<file path="config.mk">
export PLATFORM = sky130hd
export DESIGN_NAME = sram_like_bus_arbiter
export DESIGN_NICKNAME = d
export VERILOG_FILES = /design/src/rtl/sram_like_bus_arbiter.sv
export SDC_FILE = /design/constraint.sdc
export NUM_CORES = 1
export LEC_CHECK = 0
export CAP_MARGIN = 40
export CORE_MARGIN = 2
export CORE_UTILIZATION = 30
export CTS_BUF_LIST = sky130_fd_sc_hd__clkbuf_16
export CTS_CLUSTER_DIAMETER = 120
export DETAILED_ROUTE_END_ITERATION = 10
export PLACE_DENSITY_LB_ADDON = 0.05
export RECOVER_POWER = 50
export SLEW_MARGIN = 20
export SYNTH_ARGS = -nofsm -noshare
export SYNTH_HDL_FRONTEND = slang
export SYNTH_SLANG_ARGS = --single-unit
</file>
<file path="constraint.sdc">
create_clock -name clk -period 4.9 [get_ports clk]
set_input_delay 0.735 -clock clk [delete_from_list [all_inputs] [get_ports clk]]
set_output_delay 0.735 -clock clk [all_outputs]
set_load 0.01 [all_outputs]
</file>
<file path="src/rtl/sram_like_bus_arbiter.sv">
// Shares one sram-like memory port between the core's instruction port (dual-word fetch) and its
// data port. One downstream transaction is outstanding at a time. Data wins over instructions
// until STARVE_MAX consecutive data grants have been made while an instruction fetch was waiting;
// then the fetch wins. A fetch at A becomes two downstream word reads at A and A+4, returned to
// the core together in a single beat.
//
// Ports:
//   clk, rst                      clock, synchronous active-high reset
//   inst_req/inst_addr            fetch request, address A (bits [1:0] ignored)
//   inst_addr_ok                  fetch accepted (combinational in IDLE)
//   inst_data_ok1/2, inst_rdata*  words at A and A+4, presented in the same cycle
//   data_req/wr/size/addr/wdata   data request
//   data_addr_ok, data_data_ok    data accepted / data complete
//   data_rdata                    read data, valid while data_data_ok is high
//   mem_*                         downstream sram-like port toward the AXI bridge
module sram_like_bus_arbiter #(
  parameter int unsigned STARVE_MAX = 4  // must be >= 1
) (
  input  logic        clk,
  input  logic        rst,
  input  logic        inst_req,
  input  logic [31:0] inst_addr,
  output logic        inst_addr_ok,
  output logic        inst_data_ok1,
  output logic        inst_data_ok2,
  output logic [31:0] inst_rdata1,
  output logic [31:0] inst_rdata2,
  input  logic        data_req,
  input  logic        data_wr,
  input  logic [1:0]  data_size,
  input  logic [31:0] data_addr,
  input  logic [31:0] data_wdata,
  output logic        data_addr_ok,
  output logic        data_data_ok,
  output logic [31:0] data_rdata,
  output logic        mem_req,
  output logic        mem_wr,
  output logic [1:0]  mem_size,
  output logic [31:0] mem_addr,
  output logic [31:0] mem_wdata,
  input  logic        mem_addr_ok,
  input  logic        mem_data_ok,
  input  logic [31:0] mem_rdata
);

  localparam int unsigned CntW = $clog2(STARVE_MAX + 1);
  localparam logic [CntW-1:0] StarveMaxC = CntW'(STARVE_MAX);

  typedef enum logic [2:0] {
    StIdle,
    StDAddr,
    StDData,
    StIAddr0,
    StIData0,
    StIAddr1,
    StIData1
  } state_e;

  state_e          state_q, state_d;
  logic [CntW-1:0] cnt_q, cnt_d;
  logic            d_wr_q, d_wr_d;
  logic [1:0]      d_size_q, d_size_d;
  logic [31:0]     d_addr_q, d_addr_d;
  logic [31:0]     d_wdata_q, d_wdata_d;
  logic [29:0]     i_addr_q, i_addr_d;  // fetch word address A[31:2]
  logic [31:0]     word0_q, word0_d;    // word at A, held until the A+4 word arrives

  logic unused_inst_addr;
  assign unused_inst_addr = ^inst_addr[1:0];

  always_comb begin
    state_d       = state_q;
    cnt_d         = cnt_q;
    d_wr_d        = d_wr_q;
    d_size_d      = d_size_q;
    d_addr_d      = d_addr_q;
    d_wdata_d     = d_wdata_q;
    i_addr_d      = i_addr_q;
    word0_d       = word0_q;
    inst_addr_ok  = 1'b0;
    inst_data_ok1 = 1'b0;
    inst_data_ok2 = 1'b0;
    inst_rdata1   = '0;
    inst_rdata2   = '0;
    data_addr_ok  = 1'b0;
    data_data_ok  = 1'b0;
    data_rdata    = '0;
    mem_req       = 1'b0;
    mem_wr        = 1'b0;
    mem_size      = '0;
    mem_addr      = '0;
    mem_wdata     = '0;

    // Outputs stay quiet during reset so nothing is granted or completed on the reset cycle.
    if (!rst) begin
      unique case (state_q)
        StIdle: begin
          if (data_req && (!inst_req || cnt_q < StarveMaxC)) begin
            data_addr_ok = 1'b1;
            d_wr_d       = data_wr;
            d_size_d     = data_size;
            d_addr_d     = data_addr;
            d_wdata_d    = data_wdata;
            state_d      = StDAddr;
            // A data grant over a waiting fetch implies cnt_q < STARVE_MAX, so this saturates.
            if (inst_req) cnt_d = cnt_q + CntW'(1);
          end else if (inst_req) begin
            inst_addr_ok = 1'b1;
            i_addr_d     = inst_addr[31:2];
            cnt_d        = '0;
            state_d      = StIAddr0;
          end
        end
        StDAddr: begin
          mem_req   = 1'b1;
          mem_wr    = d_wr_q;
          mem_size  = d_size_q;
          mem_addr  = d_addr_q;
          mem_wdata = d_wdata_q;
          if (mem_addr_ok) state_d = StDData;
        end
        StDData: begin
          if (mem_data_ok) begin
            data_data_ok = 1'b1;
            data_rdata   = mem_rdata;
            state_d      = StIdle;
          end
        end
        StIAddr0: begin
          mem_req  = 1'b1;
          mem_size = 2'd2;
          mem_addr = {i_addr_q, 2'b00};
          if (mem_addr_ok) state_d = StIData0;
        end
        StIData0: begin
          if (mem_data_ok) begin
            word0_d = mem_rdata;
            state_d = StIAddr1;
          end
        end
        StIAddr1: begin
          mem_req  = 1'b1;
          mem_size = 2'd2;
          // 30-bit increment wraps 0xFFFFFFFC to 0x00000000.
          mem_addr = {i_addr_q + 30'd1, 2'b00};
          if (mem_addr_ok) state_d = StIData1;
        end
        StIData1: begin
          if (mem_data_ok) begin
            inst_data_ok1 = 1'b1;
            inst_data_ok2 = 1'b1;
            inst_rdata1   = word0_q;
            inst_rdata2   = mem_rdata;
            state_d       = StIdle;
          end
        end
        default: state_d = StIdle;
      endcase
    end
  end

  always_ff @(posedge clk) begin
    if (rst) begin
      state_q   <= StIdle;
      cnt_q     <= '0;
      d_wr_q    <= 1'b0;
      d_size_q  <= '0;
      d_addr_q  <= '0;
      d_wdata_q <= '0;
      i_addr_q  <= '0;
      word0_q   <= '0;
    end else begin
      state_q   <= state_d;
      cnt_q     <= cnt_d;
      d_wr_q    <= d_wr_d;
      d_size_q  <= d_size_d;
      d_addr_q  <= d_addr_d;
      d_wdata_q <= d_wdata_d;
      i_addr_q  <= i_addr_d;
      word0_q   <= word0_d;
    end
  end

  // A response while the address phase is still pending means the downstream port is broken.
  mem_data_ok_during_req_a : assert property (@(posedge clk) disable iff (rst)
      !(mem_req && mem_data_ok));

endmodule

</file>
* After elaboration in Yosys (flattened, before gate mapping)
Cells that the tools add are included.
** Word-level totals
- Word-level logic and storage cells :: 77
- Output and inout bits :: 169
- Input bits :: 137
- Flip-flop bits (word level) :: 135
** Cells by class
- $add $sub $neg :: 2
- Reductions and logical operators :: 12
- Bitwise gates (word level) :: 1
- Muxes and demuxes :: 41
- Order comparisons :: 1
- Equal/unequal tests :: 12
** Operators by type and width (number)
- 2-to-1 mux 32 bit :: 11
- one-hot mux 32 bit (3 select lines) :: 1
- adder 30 x 1 -> 30 bit, second input constant :: 1
- 2-to-1 mux 3 bit :: 10
- one-hot mux 3 bit (6 select lines) :: 1
- 2-to-1 mux 1 bit :: 16
- equality test 3 bit, second input constant :: 3
- inequality test 2 bit, second input constant :: 4
- equality test 3 x 2 -> 1 bit, second input constant :: 2
- AND reduction 2 bit :: 3
- AND reduction 6 bit :: 1
- one-hot mux 2 bit (2 select lines) :: 1
- OR reduction 2 bit :: 2
- adder 3 x 1 -> 3 bit, second input constant :: 1
- equality test 3 x 1 -> 1 bit, second input constant :: 1
- zero test 3 bit :: 1
- less-than comparator 3 bit, second input constant :: 1
- inequality test 3 bit, second input constant :: 1
- AND reduction 3 bit :: 1
- OR reduction 3 bit :: 1
- 2-to-1 mux 2 bit :: 1
- inequality test 2 x 1 -> 1 bit, second input constant :: 1
- logical AND 1 bit :: 1
- zero test 1 bit :: 1
- 2 further kinds :: 2

* Longest topological paths before layout
Gate-level depths: netlist of run 1.
- Depth after elaboration :: 6
- Depth in mapped cells :: 8
- Gate-level depth less buffers :: 6

* Worst setup path before layout of run 1
Ideal clock, no wire load.
- Path kind :: in2out
- From :: input rst
- To :: output mem_wdata[10]
- Data arrival time :: 1.792 ns
- Stages on the path :: 6
- Buffers on the path :: 2
- Required time :: 4.165 ns
- Path slack :: 2.373 ns
- Cell sequence :: and2b_1 nand3_2 nor2_1 buf_2 clkbuf_1 and2_1
** Between the ends
- Word-level cells in the longest chain between the ends :: 1
** RTL lines
- start, declared :: RTL line 20 : input logic rst,
- 2-to-1 mux 32 bit :: RTL line 95 : if (!rst) begin
- end, declared :: RTL line 40 : output logic [31:0] mem_wdata,
No other way between the ends.

* Worst setup path in the final report of run 1
- From :: register state_q[1]
- To :: output inst_addr_ok
** Between the ends
- Word-level cells in the longest chain between the ends :: 3
** RTL lines
- start, declared :: RTL line 59 : state_e state_q, state_d;
- start signal, assigned :: RTL line 164 : state_q <= StIdle;
- start signal, assigned :: RTL line 173 : state_q <= state_d;
- zero test 3 bit :: RTL line 96 : unique case (state_q)
- 2-to-1 mux 1 bit :: RTL line 96
- 2-to-1 mux 1 bit :: RTL line 95
- end, declared :: RTL line 23 : output logic inst_addr_ok,
No other way between the ends.

==> metrics.yaml, run 1 <==
floorplanning:
  die_area_um2: 24400
  core_area_um2: 22700
  start_util: 0.306
  dieWidth_um: 156
  io_pins: 306
  die_h_um: 156
  rows: 55
logic_synthesis:
  synth_edf_count: 0
  syn_area_per_cell_um2: 7.32
  yosysWarnings: 0
  postSynthCellCount: 949
  synthDistinctLibCells: 45
  ys_ff_latch: 135
  syn_area_um2: 6950
  syn_nets: 1088
  ys_async_sr_fraction: 0
  seq_area_frac_synth: 0.389
  synthFlopType: "dfxtp_1"
finish:
  nFillCells: 2355
  final_layout_size_suffix_gt1_frac: 0.0463
  design_area_um2: 10700
  area_growth_pct: 53.9
  fin_nets: 1356
  final_cells: 1515
  final_cell_mix: "clkdlybuf4s50_1, nand2_1, a21oi_1, dfxtp_1, and2_1"
  final_common_cell: "clkdlybuf4s50_1"
  antenna_cells: 0
  final_util: 0.471
place:
  gp_congestion: 0.756
  dp_hpwl_mm: 16.6
  dp_cells: 1483
  io_buffers: 303
  placedInstanceArea_um2: 10200
outcome:
  status: "complete, but fails checks"
  violations: "capacitance limit, slew limit"
sta:
  finalCriticalPeriod_ns: 4.12
  fin_skew_ns: 0.0151
  period_share: 0.840
  slew_headroom: -1.26
  hold_violations: 0
  worstMarginPinSlew_ns: 3.39
  rsz0062_at_grt: "no"
  tns_ns: 0
  maxSlewViolCount: 132
  setup_viol_count_final: 0
  max_clock_freq_ghz: 0.243
clock_network:
  cts_setup_buffers: 0
  numCtsBuffers: 17
  clock-sinks: 135
  cts-resized-gates: 0
  cts_buffer_depth: 2
  clockRootBuffer: "clkbuf_16"
  hold_buffers: 0
  htreeDepth: 4
  insertion_delay_ns: 0.43
  clk_pin_slew_ns: 0.06
  cts_tree: "yes"
drt:
  drt_iter0_markers: 312
  firstDrtPassIters: 7
  ant_nets: 0
  met1_length_mm: 10.4
  drc: 0
  wl_per_cell_um: 15.8
  met3_length_mm: 2.06
  met2WireLength_mm: 11.1
  via_per_inst: 4.72
  highest_layer: "met4"
  vias: 7151
  finalWirelength_mm: 23.9
global_routing:
  antenna_found_initial: 0
  grt_max_degree: 138
  grt_pass1_vias: 6645
  grt.overflow.total: 0
  grt_usage: 0.193
  grt_pass1_wl_mm: 36.9
flow_run:
  maxCapViolCount: 3
hold_path:
  hp-class: "flip-flop to flip-flop"
setup_path:
  required_ns: 4.16
  slowest_delay_ns: 1.11
  critPathMaxFanout: 34
  cp_data_arrival_time_ns: 3.38
  worstSetupEndpointType: "output pin"
  worstSetupStartpointType: "flip-flop"
  critical_path.slowest_cell: "clkbuf_1"
  path_class: "flip-flop to output pin"
  worstPathCellList: "buf_4 > nor3_1 > and2_0 > nand2_1 > clkbuf_1 > nor2_1 > clkdlybuf4s50_1"
power_and_ir_drop:
  power_density_nw_per_um2: 283
  power.share.clock: 0.400
  p_seq_frac: 0.413
  power_leakage_nw: 3.84
  power.ir.vdd_worst_uv: 224
  finalPower_w: 0.00303
  switching_power_w: 0.000891
  internal-power_w: 0.00214
  switching_share: 0.294
  combPwrFrac: 0.187
==> through the flow <==
stage               hold WS [ns]  setup WS, ns
CTS                        0.450         0.930
detailed placement         0.442         0.936
floorplan                  0.432          2.37
global placement           0.437         0.940
global route               0.462         0.440
finish                     0.446         0.783
==> power groups by stage <==
| stage | sequential, W | combinational, W | clock, W |
|---|---|---|---|
| floorplan | 0.00125 | 0.000338 | 0 |
| global placement | 0.00127 | 0.000571 | 0 |
| detailed placement | 0.00127 | 0.000578 | 0 |
| CTS | 0.00125 | 0.000580 | 0.00125 |
| global route | 0.00126 | 0.000633 | 0.00130 |
| finish | 0.00125 | 0.000566 | 0.00121 |
==> cells by family (layout without fill, tap and decap cells) <==
| family | count (synthesis) | after routing | synth area share |
|---|---|---|---|
| multiplexers | 19 | 19 | 0.0274 |
| adder cells (fa/ha/maj) | 2 | 2 | 0.00360 |
| AO/OA/AOI/OAI | 186 | 186 | 0.143 |
| AND/OR/NAND/NOR | 509 | 509 | 0.356 |
| flip-flops | 135 | 135 | 0.389 |
| buffers and inverters | 77 | 358 | 0.0545 |
| XOR/XNOR | 21 | 21 | 0.0265 |
==> area by class of cell <==
type                    count  area, um^2  area share
flip-flops and latches    135        2700       0.253
inverters                   9        33.8     0.00316
well taps                 285         357      0.0333
repair buffers            317        3160       0.296
clock buffers              17         425      0.0398
clock inverters            15         129      0.0120
multi-input cells         737        3890       0.363
==> state kept, by name (all words and copies together), names as in the netlist <==
signal     count
cnt_q          3
d_addr_q      32
d_size_q       2
d_wdata_q     32
d_wr_q         1
i_addr_q      30
state_q        3
word0_q       32
==> worst paths after layout <==
check	end	cells after the start	start	slack [ns]
setup reg to reg	d_addr_q[17]	6	state_q[1]	0.94
hold reg to reg	word0_q[22]	2	word0_q[22]	0.45
setup / recovery	inst_addr_ok	7	state_q[1]	0.78
hold / removal	word0_q[22]	2	word0_q[22]	0.45
==> layer usage <==
metal,global-route usage,up-vias
li1,-,3659
met1,0.242,3252
met2,0.314,222
met3,0.0701,18
met4,0.0507,0
met5,0,-
==> synthesized netlist by cell type (7+ instances only) <==
cell | n | area (um^2)
nor2_1 | 36 | 135
nand4_1 | 9 | 56.3
o22ai_1 | 15 | 93.8
nand3_1 | 13 | 65.1
a21oi_1 | 146 | 731
nand2_1 | 275 | 1030
clkbuf_1 | 36 | 135
xor2_1 | 14 | 123
and3_1 | 8 | 50.1
mux2i_1 | 19 | 190
o21ai_0 | 8 | 40.0
buf_4 | 9 | 67.6
inv_1 | 8 | 30.0
nor3_1 | 7 | 35.0
xnor2_1 | 7 | 61.3
and2_1 | 135 | 845
buf_2 | 15 | 75.1
dfxtp_1 | 135 | 2700
==> worst max-delay path: cells and delay by family, from the launching register on <==
kind                   cells  cell delay (ns)
buffers and inverters      3             2.08
and+or+nand+nor            4             0.52
DFF                        1             0.34
(Power assumes the default switching activity.)
==> run 2, diff against run 1 <==
==> constraint.sdc (replaced) <==
create_clock -name clk -period 3.8 [get_ports clk]
set_input_delay 0.57 -clock clk [delete_from_list [all_inputs] [get_ports clk]]
set_output_delay 0.57 -clock clk [all_outputs]
set_load 0.01 [all_outputs]
==> run 2 against run 1 <==
  * Largest power group is now the clock network
  * Worst setup slack got worse by 0.45 ns
  * Global-route usage rose by 0.10 points
  * Clock power up 41%
  * Non-clock buffer count increased by 7
  * Total power is 34% higher
  * The flow still finishes with violations (capacitance limit, slew limit)
  * Clock skew fell by 0.0072 ns
  * Sequential cell count did not move
  * Die area unchanged
  * Final cell count is 0.46% higher
==> metrics.yaml, run 2 (synthesized netlist as in run 1, its figures left out) <==
drt:
  firstDrtPassIters: 5  # -2
  wl_per_cell_um: 15.8  # +0.34%
  vias: 7177  # +0.36%
  ant_nets: 0  # unchanged
  via_per_inst: 4.72  # about the same
  finalWirelength_mm: 24.1  # +0.80%
  drt_iter0_markers: 325  # +4.2%
  drc: 0  # unchanged
place:
  io_buffers: 303  # unchanged
  dp_slack_ns: 0.420  # -0.516 ns
  gp_congestion: 0.765  # +1.2%
  dp_hpwl_mm: 17.2  # +3.5%
sta:
  worstMarginPinSlew_ns: 1.57  # -1.82 ns
  worst_slack_ns: 0.337  # -0.447 ns
  rsz0062_at_grt: "no"
  slew_headroom: -0.0454  # +1.21
  hold_ws_ns: 0.446  # -0.000398 ns
  setup_viol_count_final: 0  # unchanged
  period_share: 0.911
  tns_ns: 0  # unchanged
  fin_skew_ns: 0.00785  # -0.00722 ns
  hold_violations: 0  # unchanged
  maxSlewViolCount: 101  # -23%
  max_clock_freq_ghz: 0.289
  finalCriticalPeriod_ns: 3.46
outcome:
  violations: "capacitance limit, slew limit"
  status: "complete, but fails checks"
clock_network:
  insertion_delay_ns: 0.42  # about the same
  clock-sinks: 135  # unchanged
  hold_buffers: 0  # unchanged
  clk_pin_slew_ns: 0.06  # about the same
  htreeDepth: 4  # unchanged
  numCtsBuffers: 17  # unchanged
  cts_tree: "yes"
  cts-resized-gates: 0  # unchanged
  cts_setup_buffers: 0  # unchanged
  clockRootBuffer: "clkbuf_16"
  cts_buffer_depth: 2  # unchanged
setup_path:
  worstSetupEndpointType: "output pin"
  slowest_delay_ns: 0.56  # -0.55 ns
  required_ns: 3.23  # -0.93 ns
  cp_top_family: "buffers and inverters"
  critical_path.slowest_cell: "clkdlybuf4s50_1"
  path_class: "flip-flop to output pin"
  cp_data_arrival_time_ns: 2.89  # -0.49 ns
  path_buf_inv: 3  # unchanged
  worstSetupStartpointType: "flip-flop"
  critPathMaxFanout: 38  # +12%
  worstPathCellList: "buf_4 > nand2_1 > nand3_1 > nor2_1 > clkbuf_4 > a22oi_1 > nand3_1 > clkdlybuf4s50_1"
  path_common_cell: "nand3_1"
floorplanning:
  rows: 55  # unchanged
  die_h_um: 156  # unchanged
  core_area_um2: 22700  # unchanged
  die_area_um2: 24400  # unchanged
  io_pins: 306  # unchanged
  dieWidth_um: 156  # unchanged
  start_util: 0.306  # unchanged
global_routing:
  grt_pass1_wl_mm: 37.3  # +1.3%
  grt_pass1_vias: 6659  # +0.21%
  grt.overflow.total: 0  # unchanged
  grt_max_degree: 72  # -48%
  antenna_found_initial: 0  # unchanged
  grt_usage: 0.194  # +0.00100
hold_path:
  hp-class: "flip-flop to flip-flop"
finish:
  nFillCells: 2359  # +0.17%
  antenna_cells: 0  # unchanged
  regArea_um2: 2700  # about the same
  top_regs: "d_addr_q x32, d_wdata_q x32, word0_q x32"
  multi_input_comb_area_um2: 3870  # -0.35%
  final_cell_mix: "clkdlybuf4s50_1, nand2_1, a21oi_1, dfxtp_1, and2_1"
  fin_nets: 1363  # +0.52%
  final_common_cell: "clkdlybuf4s50_1"
  final_layout_size_suffix_gt1_frac: 0.0509  # +0.00459
  area_growth_pct: 54.9
power_and_ir_drop:
  power.ir.vdd_worst_uv: 296  # +32%
  power_density_nw_per_um2: 376  # +33%
  power_leakage_nw: 3.86  # +0.61%
flow_run:
  maxCapViolCount: 2  # -1
-- run 2: cell types whose count changed in the layout (fill, tap and decap cells not counted), sizes merged, moves of 2 or more --
| cell | before | now |
|---|---|---|
| dlygate4sd3 | 15 | 7 |
| clkinvlp | 5 | 3 |
| bufinv | 1 | 3 |
| clkdlybuf4s50 | 287 | 295 |
| buf | 11 | 17 |
-- run 2: worst paths after layout --
path	to	slack, ns	from	cells past startpoint
min reg2reg	word0_q[22]	0.45	word0_q[22]	2
max reg2reg	i_addr_q[11]	0.92	state_q[0]	7
max	mem_addr[26]	0.34	state_q[1]	8
min	word0_q[22]	0.45	word0_q[22]	2
-- run 2: metrics by stage --
step	util	instance area, um^2	cells	total power [W]
2_1_floorplan	-	6950	949	0.00205
3_3_place_gp	0.449	10200	1489	0.00238
3_5_place_dp	0.449	10200	1490	0.00239
4_1_cts	0.476	10800	1522	0.00412
5_1_grt	0.474	10800	1522	0.00426
6_report	0.474	10800	1522	0.00405
-- run 2: cell type report --
class	instances	area share
well taps	285	0.0331
clock buffers	17	0.0395
inverters	9	0.00314
repair buffers	324	0.297
flip-flops and latches	135	0.251
clock inverters	15	0.0165
multi-input cells	737	0.360
-- run 2: power by group --
part           internal, W  switching, W
sequential         0.00153     0.0000749
clock              0.00103      0.000673
combinational     0.000330      0.000412
-- run 2: routing by layer --
metal / track usage / share of wire
met1: 0.250 / 0.45
met2: 0.316 / 0.46
met3: 0.0557 / 0.073
met4: 0.0559 / 0.012
met5: 0 / 0
-- run 2: worst register-to-register path, cell delays in order, from the launching register on --
cell,delay [ns]
dfxtp_1,0.40
clkbuf_1,0.48
nor3_1,0.18
and2_0,0.23
nand2_1,0.10
clkbuf_1,1.09
nand2_1,0.15
a21oi_1,0.18
